[src/rtl/seg_hc595_pkg.sv]
// Shared constants for the 74HC595 seven-segment scanner: hex glyph table,
// segment-byte bit positions and the shifter state encoding.
package seg_hc595_pkg;

    localparam int SEG_W  = 8;
    localparam int SEG_DP = 7;

    // Segment order g..a in bits [6:0], active-high.
    localparam logic [6:0] HEX_TABLE [16] = '{
        7'h3F, 7'h06, 7'h5B, 7'h4F, 7'h66, 7'h6D, 7'h7D, 7'h07,
        7'h7F, 7'h6F, 7'h77, 7'h7C, 7'h39, 7'h5E, 7'h79, 7'h71
    };

    typedef enum logic [2:0] {
        ST_IDLE,
        ST_BUILD,
        ST_SHIFT_LO,
        ST_SHIFT_HI,
        ST_LATCH
    } state_t;

endpackage

[src/rtl/hex_to_seg.sv]
// Combinational hex nibble + decimal point + blank to active-high segment byte.
module hex_to_seg
    import seg_hc595_pkg::*;
(
    input  logic [3:0]       nibble,
    input  logic             dp,
    input  logic             blank,
    output logic [SEG_W-1:0] seg
);

    // NOTE: every output gets a default before the conditional, so no latch is inferred.
    always_comb begin
        seg = '0;
        if (!blank) begin
            seg[SEG_DP] = dp;
            seg[6:0]    = HEX_TABLE[nibble];
        end
    end

endmodule

[src/rtl/seg_hc595_scanner.sv]
// Multiplexed 7-segment scanner driving a daisy-chained 74HC595 pair (DIO/SRCLK/RCLK).
// Optional leading-zero blanking is enabled by defining SEG_HC595_LZB_EN.
module seg_hc595_scanner
    import seg_hc595_pkg::*;
#(
    parameter int DIGITS      = 8,
    parameter int CLK_HZ      = 50_000_000,
    parameter int SCAN_HZ     = 1000,
    parameter int SRCLK_DIV   = 4,
    parameter bit SEG_ACT_LOW = 1'b1,
    parameter bit SEL_ACT_LOW = 1'b0
) (
    input  logic                  Clk,
    input  logic                  Reset_n,
    input  logic [4*DIGITS-1:0]   Disp_Data,
    input  logic [DIGITS-1:0]     Dp,
    input  logic [DIGITS-1:0]     Blank,
    input  logic                  Load,
    output logic                  DIO,
    output logic                  SRCLK,
    output logic                  RCLK,
    output logic                  Frame_Done
);

    localparam int TICK   = CLK_HZ / SCAN_HZ;
    localparam int WORD_W = 8 + DIGITS;
    localparam int TICK_W = (TICK > 1) ? $clog2(TICK) : 1;
    localparam int IDX_W  = (DIGITS > 1) ? $clog2(DIGITS) : 1;
    localparam int DIV_W  = (SRCLK_DIV > 1) ? $clog2(SRCLK_DIV) : 1;
    localparam int BIT_W  = $clog2(WORD_W);

    localparam logic [TICK_W-1:0] TICK_LAST = TICK_W'(TICK - 1);
    localparam logic [IDX_W-1:0]  IDX_LAST  = IDX_W'(DIGITS - 1);
    localparam logic [DIV_W-1:0]  DIV_LAST  = DIV_W'(SRCLK_DIV - 1);
    localparam logic [BIT_W-1:0]  BIT_LAST  = BIT_W'(WORD_W - 1);

    // A whole digit (build, shift, latch) must finish before the next scan tick.
    generate
        if (DIGITS < 1 || DIGITS > 8) begin : g_bad_digits
            $error("seg_hc595_scanner: DIGITS must be 1..8");
        end
        if (SRCLK_DIV < 1 || (WORD_W * 2 * SRCLK_DIV + 2 * SRCLK_DIV) >= TICK) begin : g_bad_timing
            $error("seg_hc595_scanner: digit shift does not fit in one scan tick");
        end
    endgenerate

    state_t               state;
    logic [TICK_W-1:0]    tick_cnt;
    logic                 scan_tick;
    logic [IDX_W-1:0]     idx;
    logic [DIV_W-1:0]     div_cnt;
    logic [BIT_W-1:0]     bit_cnt;
    logic [WORD_W-2:0]    word_q;

    logic [4*DIGITS-1:0]  pend_data, shadow_data, src_data;
    logic [DIGITS-1:0]    pend_dp, shadow_dp, src_dp;
    logic [DIGITS-1:0]    pend_blank, shadow_blank, src_blank, blank_eff;
    logic                 pend_flag;
    logic                 apply;

    logic [3:0]           cur_nib;
    logic [SEG_W-1:0]     seg_act;
    logic [DIGITS-1:0]    sel_act;
    logic [WORD_W-1:0]    word;

    // NOTE: asynchronous active-low reset; every state register, including the
    // pending/shadow data, is cleared so the first frame after reset is defined.
    always_ff @(posedge Clk or negedge Reset_n) begin
        if (!Reset_n) begin
            tick_cnt <= '0;
        end else if (tick_cnt == TICK_LAST) begin
            tick_cnt <= '0;
        end else begin
            tick_cnt <= tick_cnt + 1'b1;
        end
    end

    assign scan_tick = (tick_cnt == TICK_LAST);
    assign apply     = (state == ST_BUILD) && (idx == '0);

    // Pending data only reaches the shadow at the start of a frame; a Load in
    // that same cycle bypasses the pending register.
    always_comb begin
        src_data  = shadow_data;
        src_dp    = shadow_dp;
        src_blank = shadow_blank;
        if (apply) begin
            if (Load) begin
                src_data  = Disp_Data;
                src_dp    = Dp;
                src_blank = Blank;
            end else if (pend_flag) begin
                src_data  = pend_data;
                src_dp    = pend_dp;
                src_blank = pend_blank;
            end
        end
    end

    // NOTE: sequential state uses non-blocking assignments only.
    always_ff @(posedge Clk or negedge Reset_n) begin
        if (!Reset_n) begin
            pend_data    <= '0;
            pend_dp      <= '0;
            pend_blank   <= '0;
            pend_flag    <= 1'b0;
            shadow_data  <= '0;
            shadow_dp    <= '0;
            shadow_blank <= '0;
        end else if (apply) begin
            shadow_data  <= src_data;
            shadow_dp    <= src_dp;
            shadow_blank <= src_blank;
            pend_flag    <= 1'b0;
        end else if (Load) begin
            pend_data    <= Disp_Data;
            pend_dp      <= Dp;
            pend_blank   <= Blank;
            pend_flag    <= 1'b1;
        end
    end

`ifdef SEG_HC595_LZB_EN
    logic higher_zero;

    always_comb begin
        blank_eff   = src_blank;
        higher_zero = 1'b1;
        for (int i = DIGITS - 1; i > 0; i--) begin
            higher_zero = higher_zero && (src_data[4*i +: 4] == 4'h0);
            if (higher_zero && !src_dp[i]) begin
                blank_eff[i] = 1'b1;
            end
        end
    end
`else
    assign blank_eff = src_blank;
`endif

    assign cur_nib = src_data[4*idx +: 4];

    hex_to_seg u_hex_to_seg (
        .nibble (cur_nib),
        .dp     (src_dp[idx]),
        .blank  (blank_eff[idx]),
        .seg    (seg_act)
    );

    always_comb begin
        sel_act      = '0;
        sel_act[idx] = 1'b1;
    end

    assign word = {(SEL_ACT_LOW ? ~sel_act : sel_act), (SEG_ACT_LOW ? ~seg_act : seg_act)};

    // word_q holds the bits still to be sent after the one currently on DIO.
    always_ff @(posedge Clk or negedge Reset_n) begin
        if (!Reset_n) begin
            state      <= ST_IDLE;
            idx        <= '0;
            div_cnt    <= '0;
            bit_cnt    <= '0;
            word_q     <= '0;
            DIO        <= 1'b0;
            SRCLK      <= 1'b0;
            RCLK       <= 1'b0;
            Frame_Done <= 1'b0;
        end else begin
            Frame_Done <= 1'b0;
            case (state)
                ST_IDLE: begin
                    if (scan_tick) state <= ST_BUILD;
                end
                ST_BUILD: begin
                    DIO     <= word[WORD_W-1];
                    word_q  <= word[WORD_W-2:0];
                    SRCLK   <= 1'b0;
                    div_cnt <= '0;
                    bit_cnt <= '0;
                    state   <= ST_SHIFT_LO;
                end
                ST_SHIFT_LO: begin
                    if (div_cnt == DIV_LAST) begin
                        div_cnt <= '0;
                        SRCLK   <= 1'b1;
                        state   <= ST_SHIFT_HI;
                    end else begin
                        div_cnt <= div_cnt + 1'b1;
                    end
                end
                ST_SHIFT_HI: begin
                    if (div_cnt == DIV_LAST) begin
                        div_cnt <= '0;
                        SRCLK   <= 1'b0;
                        if (bit_cnt == BIT_LAST) begin
                            RCLK  <= 1'b1;
                            state <= ST_LATCH;
                        end else begin
                            bit_cnt <= bit_cnt + 1'b1;
                            DIO     <= word_q[WORD_W-2];
                            word_q  <= {word_q[WORD_W-3:0], 1'b0};
                            state   <= ST_SHIFT_LO;
                        end
                    end else begin
                        div_cnt <= div_cnt + 1'b1;
                    end
                end
                ST_LATCH: begin
                    if (div_cnt == DIV_LAST) begin
                        div_cnt <= '0;
                        RCLK    <= 1'b0;
                        state   <= ST_IDLE;
                        if (idx == IDX_LAST) begin
                            idx        <= '0;
                            Frame_Done <= 1'b1;
                        end else begin
                            idx <= idx + 1'b1;
                        end
                    end else begin
                        div_cnt <= div_cnt + 1'b1;
                    end
                end
                default: state <= ST_IDLE;
            endcase
        end
    end

endmodule

[config.mk]
export PLATFORM = sky130hd
export DESIGN_NAME = seg_hc595_scanner
export DESIGN_NICKNAME = d
export VERILOG_FILES = /design/src/rtl/seg_hc595_pkg.sv /design/src/rtl/hex_to_seg.sv /design/src/rtl/seg_hc595_scanner.sv
export SDC_FILE = /design/constraint.sdc
export NUM_CORES = 1
export LEC_CHECK = 0
export CAP_MARGIN = 20
export CORE_UTILIZATION = 25
export CTS_BUF_LIST = sky130_fd_sc_hd__clkbuf_2 sky130_fd_sc_hd__clkbuf_4 sky130_fd_sc_hd__clkbuf_8
export CTS_CLUSTER_DIAMETER = 80
export DETAILED_ROUTE_END_ITERATION = 8
export SLEW_MARGIN = 20
export SYNTH_ARGS = -nofsm -noshare
export SYNTH_HDL_FRONTEND = slang
export SYNTH_SLANG_ARGS = --single-unit
[constraint.sdc]
create_clock -name Clk -period 7.55 [get_ports Clk]
set_input_delay 0.755 -clock Clk [delete_from_list [all_inputs] [get_ports Clk]]
set_output_delay 0.755 -clock Clk [all_outputs]
set_load 0.02 [all_outputs]
==> results.txt, run 1 <==
The flow ran to the end, and the final reports show no timing, DRC or antenna violations. The slowest library cell on the worst path is sky130_fd_sc_hd__dfrtp_1. Yosys printed 0 warnings.

The number of DRC markers in iteration 0 came out at ~400. STA classifies the critical path startpoint as a flop. The min-delay analysis places its worst path in the category in2async. Setup repair after global routing left no endpoint under its margin. Once the floorplan was initialized, standard cells occupied ~26% of the core.

Across the VDD grid, the largest voltage drop is 0.1112 mV. The number of top-level design ports is 55. Once detail routing completed, the nets flagged for antenna violations numbered 0. The width of the die came out at approximately 170 um. The leakage power came out at approximately 3.5 nW. The tightest slew margin relative to the limit came out at 32.01%. The area added between synthesis and finish is 17.37%. At the pin with the least slew margin, the transition time is around 1.0 ns. Synthesis instantiated between 60 and 70 different standard cells from the library. The TritonCTS clock tree is yes. The later-pin clock latency in the skew report is approximately 0.46 ns.

The critical path startpoint is idx[0]$_DFFE_PN0P_. The residual overflow from global routing came out at 0. The standard cell core area is 0.02901 mm2. For this design the total switching power over the nets is 0.0003942 W. The largest stage delay on the critical path came out at 0.89 ns. The post-synthesis instance total is ~750. The fraction of power spent switching nets came out at about a quarter. By instance count, the leading cell after synthesis is sky130_fd_sc_hd__dfrtp_1.

The worst path in the final design needs a cycle of ~4.6 ns, including I/O delays and setup. Summing every instance area after synthesis gives about 0.0075 mm2. The final setup TNS came out at 0 ns.

The global-route met2 utilization came out at 20.29%. The maximum buffer depth of the clock tree is 2. The area share of the leading cell type in the synthesized netlist is approximately half. The post-CTS resize count is 0.

The largest net degree at the start of global routing is 83. In the synthesized netlist the dominant register cell turns out to be sky130_fd_sc_hd__dfrtp_1. The overall global routing resource usage is between 10% and 20%. The clock tree skew after final layout is between 0.01 and 0.015 ns.

The H-tree was split into 4 levels. In the routed design, unresolved DRC markers number 0. The number of max-cap violations is 0.

The worst path uses 61.26% of the clock period. The mean area per synthesized cell is slightly below 10 um2. The critical path is of the reg2reg type. The post-cts hold buffer count is 0.

The cell taking the most area after synthesis is sky130_fd_sc_hd__dfrtp_1. The post-CTS setup buffer count came out at 0. The number of sinks on the clock net is around 140. The number of hold violations in the final report came to 0. The share of async-settable or async-resettable flops after synthesis is 100.0%.

Data on the critical path is required at its endpoint by between 7 and 8 ns. The number of synthesized flops with an enable pin came out at 0. Routability-driven placement finished with a final weighted congestion of around 0.86. The internal power contribution came out at 0.001241 W. The post-layout utilization of the core is a little over 30%. The floorplan die area came out at between 0.03 and 0.04 mm2. The total via count in the routed design came out at around 6000. Global routing consumed, on the met1 layer, between 10% and 20% of the routing resources. Measured along the y axis, the die boundary spans roughly 170 um. After detailed routing, the number of vias per cell comes to between 5 and 6. Before antenna repair, the detailed router went through 7 iterations. The number of antenna diodes in the final layout is 0. The maximum achievable frequency came out at 216.2 MHz. The final number of max-transition violations came out at 0. The final wirelength is 20240 um. Walking the worst path, the cells encountered are clkinv_1 -> ha_1 -> nand4bb_1 -> buf_4 -> nor2_2 -> o22ai_1 -> nor3_1 -> nor4_2 -> inv_1 -> ha_1 -> mux2_1 -> mux2i_1 -> a21oi_1. The per-cell routed wire length is between 15 and 20 um.

The half-perimeter wire length of the detailed placement result came out at between 10000 and 15000 um. The most congested layer reported by global routing is met2. The number of global-route vias before repair is 5897. The critical register-to-register path startpoint is idx[0]$_DFFE_PN0P_. The port buffer count is 54. The part of the power in registers came out at 51.2%.

By area the synthesized netlist is led by sky130_fd_sc_hd__dfrtp_1 48%, sky130_fd_sc_hd__mux2_2 7.5%, sky130_fd_sc_hd__o21ai_0 3.4%. In the final layout, the share of cells above drive strength 1 is 13.55%. The number of nets in the synthesized netlist is ~820. After synthesis the netlist holds a flip-flop and latch count of 144. Counting stages on the worst path, the most repeated cell is sky130_fd_sc_hd__ha_1. The TritonCTS buffer count came out at 17. The critical path capture point type is a flop. The standard-cell row count is 62. The number of setup violations in the final report came out at 0. The net count of the finished layout came out at between 800 and 900. The wire length of the first global-routing pass is 32880 um.

The smallest hold slack came out at about 0.28 ns. The critical-path maximum fanout came out at 23. Sorting the synthesized cells by how often they occur yields 144 x sky130_fd_sc_hd__dfrtp_1, 62 x sky130_fd_sc_hd__nand2_1, 58 x sky130_fd_sc_hd__nor2_1. Clock-pin slew was measured on the worst setup and hold paths at about 0.08 ns. For this run, global-route usage on met3 was measured as 2.393%.

The clock network power share came out at 39.9%. The initial antenna violation count came out at 0. The power density of the placed cells came out at roughly 190 mW/mm2. Data arrives at the worst endpoint at approximately 5.0 ns. Clock tree synthesis selected as its root buffer the cell sky130_fd_sc_hd__clkbuf_8.

The portion of the post-synthesis area used by sequential elements came out at between 40% and 50%. In this run, the combinational gates consume about 8.8% of the power.
==> cells by family (layout without fill, tap and decap cells) <==
logic type	Yosys count	after routing	synth area share [%]
and+or+nand+nor	251	251	17.28
AOI/OAI and AO/OA	201	201	18.04
DFF	144	144	48.23
buffers and inverters	72	116	4.053
muxes	58	58	8.625
xor gates and xnor gates	15	15	1.759
adders and majority gates	12	12	2.010
==> power by group through the flow <==
stage / clock (W) / combinational [W] / sequential [W]
3_3_place_gp: 0 / 0.000145 / 0.000850
4_1_cts: 0.000668 / 0.000147 / 0.000836
2_1_floorplan: 0 / 0.0000802 / 0.000843
6_report: 0.000653 / 0.000145 / 0.000837
5_1_grt: 0.000700 / 0.000161 / 0.000842
3_5_place_dp: 0 / 0.000147 / 0.000851
==> layout by cell type (no fill, tap or decap), drive strengths merged, types with 8 or more instances in the layout <==
| master | synthesis | layout |
|---|---|---|
| a22oi | 27 | 27 |
| o21ai | 52 | 52 |
| clkbuf | 26 | 23 |
| nor2 | 59 | 59 |
| nor3 | 26 | 26 |
| nand3 | 15 | 15 |
| or3 | 19 | 19 |
| mux2 | 51 | 51 |
| inv | 19 | 19 |
| buf | 25 | 10 |
| xnor2 | 8 | 8 |
| nor4 | 11 | 11 |
| a31oi | 35 | 35 |
| ha | 12 | 12 |
| nand4 | 8 | 8 |
| nand2 | 63 | 63 |
| nor2b | 28 | 28 |
| a21oi | 25 | 25 |
| dfrtp | 144 | 144 |
| clkdlybuf4s50 | 0 | 53 |
==> critical path, delay by kind of cell (launching register included) <==
kind | cells | cell delay (ns)
AOI/OAI and AO/OA | 2 | 0.39
buffers and inverters | 3 | 1.05
and+or+nand+nor | 4 | 1.01
muxes | 2 | 0.44
adders and majority gates | 2 | 0.69
DFF | 1 | 0.89
==> path summary, 6_finish.rpt <==
| path | to | slack, ns | depth (start not counted) |
|---|---|---|---|
| setup reg to reg | word_q[3]$_DFFE_PN0P_ | 2.92 | 13 |
| hold reg to reg | tick_cnt[0]$_DFF_PN0_ | 0.47 | 1 |
| hold / removal | tick_cnt[11]$_DFF_PN0_ | 0.28 | 1 |
| setup / recovery | word_q[3]$_DFFE_PN0P_ | 2.92 | 13 |
| max in group asynchronous | pend_data[21]$_DFFE_PN0P_ | 6.09 | 2 |
| min in group Clk | tick_cnt[0]$_DFF_PN0_ | 0.47 | 1 |
==> per-layer routing <==
metal	vias to the layer above	part of all wire, %	wire, um
li1	2837	-	-
met2	190	44	8980
met5	-	0	0
met4	0	1.8	358
met3	27	4.8	972
met1	2901	49	9931
==> layout make-up <==
cell class | count | area, um2
tap | 384 | 480.5
inverter | 21 | 78.83
clock buffer | 23 | 285.3
multi-input combinational | 537 | 3572
timing repair buffer | 63 | 613.1
fill | 3075 | 20240
clock inverter | 9 | 133.9
sequential | 144 | 3605
==> state kept, by name, indices dropped and copies added (netlist names) <==
name          count
shadow_data      32
pend_blank        8
div_cnt           2
tick_cnt         16
Frame_Done        1
bit_cnt           4
SRCLK             1
idx               3
shadow_blank      8
RCLK              1
state             3
DIO               1
pend_data        32
word_q           15
pend_dp           8
shadow_dp         8
pend_flag         1
==> per-stage QoR <==
stage	instance area, um2	worst slack, ns	std cells	power, W
2_1_floorplan	7471	4.131	753	0.0009229
3_5_place_dp	8346	2.836	1149	0.0009978
4_1_cts	8765	2.979	1181	0.001651
3_3_place_gp	8346	2.940	1149	0.0009954
6_report	8768	2.925	1181	0.001635
5_1_grt	8768	2.647	1181	0.001703
Note: power is estimated with default switching activity, not from simulation.
==> inputs of run 2 (changes only) <==
==> constraint.sdc (replaced) <==
create_clock -name Clk -period 4.6 [get_ports Clk]
set_input_delay 0.46 -clock Clk [delete_from_list [all_inputs] [get_ports Clk]]
set_output_delay 0.46 -clock Clk [all_outputs]
set_load 0.02 [all_outputs]
==> run 2 against run 1 <==
  * Sequential power grew 65%
  * Clock skew is essentially flat
  * Count of clock-buffer cells in the layout shrank 3
  * Sequential cell count is the same
  * Critical path depth is the same
  * Register-to-register slack lost 2.0 ns
  * Core utilization grew 0.13 points
  * Worst hold slack lost 0.18 ns
  * Setup slack lost 2.0 ns
  * Highest routed layer unchanged
  * Largest cell class unchanged
  * First-iteration DRC count grew 24%
  * Die area is the same
==> results.txt, run 2 (synthesis gave the netlist of run 1 again) <==
The cell seen most often among critical-path stages is sky130_fd_sc_hd__ha_1 (unchanged). Largest regs: pend_data x32, shadow_data x32, tick_cnt x16 (unchanged). The critical-path maximum fanout is 20 (was 23).

The maximum buffer depth of the clock tree came out at 2 (unchanged). The detailed-routing wirelength on met1 is 10220 um (was 9931 um). The TritonCTS buffer count was 17 (unchanged). The post-CTS setup buffer count is 0 (unchanged).

The later-pin clock latency in the skew report came to 0.46 ns (about the same). The critical path startpoint is idx[0]$_DFFE_PN0P_ (unchanged). The placement-stage cell area was 0.008421 mm2 (was 0.008346 mm2). The number of DRC markers in iteration 0 came out at 488 (was 395). The overall global routing resource usage came out at 14.04% (was 13.73%).

The finished layout cell area is 0.008806 mm2 (was 0.008768 mm2). The part of the power in registers is 53.0% (was 51.2%). The tightest slew margin relative to the limit is 36.41% (was 32.01%). The floorplan die area is 0.03058 mm2 (unchanged). The final wirelength came out at 20660 um (was 20240 um). The transition time of the tightest slew-check pin came out at 0.9538 ns (was 1.020 ns). The critical path capture point type is a flop (unchanged). The wire length of the first global-routing pass is 33530 um (was 32880 um). The residual overflow from global routing came to 0 (unchanged). The TritonCTS clock tree is yes (unchanged). The length of routed met3 wiring is 1020 um (was 972 um). The type of the most critical hold path is in2async (unchanged). The area added between synthesis and finish is 17.87% (was 17.37%).

The remaining number of nets flagged by the antenna check after routing is 0 (unchanged). The final setup TNS came to 0 ns (unchanged). The post-CTS resize count came to 0 (unchanged). The largest stage delay on the critical path is 0.57 ns (was 0.89 ns). The number of top-level design ports came to 55 (unchanged). The remaining routing DRC violations came out at 0 (unchanged). The number of sinks on the clock net is 144 (unchanged).

The largest net degree at the start of global routing came out at 100 (was 83). The internal power contribution is 0.001928 W (was 0.001241 W). The starting density of the core is 25.75% (unchanged). The required time of the critical path came out at 4.93 ns (was 7.88 ns). The critical register-to-register path startpoint is idx[0]$_DFFE_PN0P_ (unchanged). The clock transition time at the flip-flop clock pins of the worst setup and hold paths came to 0.09 ns (was 0.08 ns).

The placer congestion estimate is 0.8347 (was 0.8609). The die boundary height came out at 174.9 um (unchanged). The time the final worst path needs with I/O delays and setup came to 3.723 ns (was 4.625 ns). Sequence of cells on the critical path: clkinv_1 -> ha_1 -> nand4bb_1 -> buf_4 -> o32ai_1 -> a221o_1 -> a21o_1 -> a31oi_1 -> inv_1 -> ha_1 -> mux2_1 -> mux2i_1 -> a21oi_1 (was clkinv_1 -> ha_1 -> nand4bb_1 -> buf_4 -> nor2_2 -> o22ai_1 -> nor3_1 -> nor4_2 -> inv_1 -> ha_1 -> mux2_1 -> mux2i_1 -> a21oi_1). The fraction of power spent switching nets came out at 25.65% (was 24.11%). The number of max-cap violations is 0 (unchanged).

The post-cts hold buffer count came out at 0 (unchanged). The total via count in the routed design is 6038 (was 5955). The number of setup violations in the final report was 0 (unchanged). The number of inserted diodes is 0 (unchanged). The highest routing layer actually used is met4 (unchanged). The ratio of final minimum period to clock period came out at 80.93% (was 61.26%).

The length of the first detailed-routing pass in iterations is 4 (was 7). The kind of critical path is reg2reg (unchanged). The combinational cell fraction of total power came out at 9.3% (was 8.8%). The switching power is 0.0006650 W (was 0.0003942 W). The arrival time at the worst endpoint is 4.05 ns (was 4.96 ns). The CTS root buffer is sky130_fd_sc_hd__clkbuf_8 (unchanged). The number of H-tree levels came to 4 (unchanged).

The standard cell core area is 0.02901 mm2 (unchanged). The number of hold violations in the final report came out at 0 (unchanged). The half-perimeter wire length of the detailed placement result is 14230 um (was 13680 um). The met2 wire length came out at 9052 um (was 8980 um).

The power density of the placed cells came out at 294.4 mW/mm2 (was 186.4 mW/mm2). The clock tree skew after final layout is 0.01490 ns (was 0.01455 ns). The per-cell routed wire length came out at 17.34 um (was 17.14 um). The post-layout utilization of the core was 30.35% (was 30.22%). The commonest non-fill, non-tap cell in the layout is sky130_fd_sc_hd__dfrtp_1 (unchanged).

Most used cells in the layout excluding fill and tap cells: 143 x sky130_fd_sc_hd__dfrtp_1, 61 x sky130_fd_sc_hd__nand2_1, 56 x sky130_fd_sc_hd__nor2_1 (unchanged). The post-route total power is 0.002593 W (was 0.001635 W). The leakage power was 3.499 nW (was 3.466 nW). The initial antenna violation count is 0 (unchanged). The net count of the finished layout came out at 857 (was 847). The slowest library cell on the worst path is sky130_fd_sc_hd__a31oi_1 (was sky130_fd_sc_hd__dfrtp_1). RSZ-0062 raised after global routing: no (unchanged). The number of fill cells in the layout was 3018 (was 3075). Status: finished, final reports clean (unchanged). The maximum vdd ir drop is 0.1814 mV (was 0.1112 mV). The clock network power share came to 37.7% (was 39.9%). The share of final-layout standard cells stronger than drive strength 1 was 14.62% (was 13.55%). The port buffer count is 54 (unchanged). The number of global-route vias before repair came out at 5928 (was 5897). The element type at the critical path start is a flop (unchanged). The standard-cell row count is 62 (unchanged). The via count normalized by instance count is 5.070 (was 5.042). The maximum achievable frequency came out at 268.6 MHz (was 216.2 MHz).

The width of the die was 174.9 um (unchanged). The final number of max-transition violations came out at 0 (unchanged).
[run 2: cell count changes in the layout (fill, tap and decap cells not counted)]
cell,before,now
sky130_fd_sc_hd__clkbuf_4,5,0
sky130_fd_sc_hd__clkinv_2,2,4
sky130_fd_sc_hd__clkbuf_8,18,20
sky130_fd_sc_hd__bufinv_16,3,1
sky130_fd_sc_hd__clkinv_4,3,5
sky130_fd_sc_hd__buf_6,2,1
sky130_fd_sc_hd__buf_4,8,19
sky130_fd_sc_hd__inv_6,0,1
[run 2: through the flow]
step,setup WS (ns),instances,hold WS [ns]
5_1_grt,0.6718,1191,0.1585
4_1_cts,0.9085,1191,0.1464
3_5_place_dp,0.6923,1159,0.4520
3_3_place_gp,0.7544,1159,0.4456
2_1_floorplan,1.181,753,0.1644
6_report,0.8770,1191,0.09328
[run 2: area by class of cell]
| class | instances | area (um2) | area share [%] |
|---|---|---|---|
| sequential | 144 | 3605 | 40.93 |
| multi-input combinational | 537 | 3572 | 40.57 |
| timing repair buffer | 73 | 684.4 | 7.772 |
| tap | 384 | 480.5 | 5.456 |
| clock buffer | 20 | 275.3 | 3.126 |
| clock inverter | 12 | 110.1 | 1.250 |
| inverter | 21 | 78.83 | 0.8951 |
[run 2: worst paths after layout]
path                                        endpoint  slack (ns)  depth (start not counted)
min in group Clk               tick_cnt[0]$_DFF_PN0_        0.46                          1
min reg2reg                    tick_cnt[0]$_DFF_PN0_        0.46                          1
min                           tick_cnt[13]$_DFF_PN0_        0.09                          1
max in group asynchronous  pend_data[29]$_DFFE_PN0P_        3.31                          2
max reg2reg                    word_q[3]$_DFFE_PN0P_        0.88                         13
max                            word_q[3]$_DFFE_PN0P_        0.88                         13
[run 2: per-layer routing]
| layer | GRT usage [%] | up-vias |
|---|---|---|
| met5 | 0 | - |
| met4 | 4.819 | 0 |
| met3 | 2.807 | 29 |
| met2 | 20.72 | 190 |
| met1 | 20.28 | 2969 |
| li1 | - | 2850 |
[run 2: worst max-delay path: cells and delay by family (launching register included)]
kind                       cells  cell delay (ns)
muxes                          2             0.45
buffers and inverters          3             0.69
AOI/OAI and AO/OA              5             1.29
DFF                            1             0.36
adders and majority gates      2             0.57
and+or+nand+nor                1             0.24
[run 2: power by group through the flow]
stage | clock [W] | sequential (W) | combinational, W
after floorplan | 0 | 0.00138 | 0.000132
after global placement | 0 | 0.00140 | 0.000240
after detailed placement | 0 | 0.00140 | 0.000243
after CTS | 0.00101 | 0.00137 | 0.000244
after global routing | 0.00107 | 0.00138 | 0.000267
final | 0.000977 | 0.00138 | 0.000241
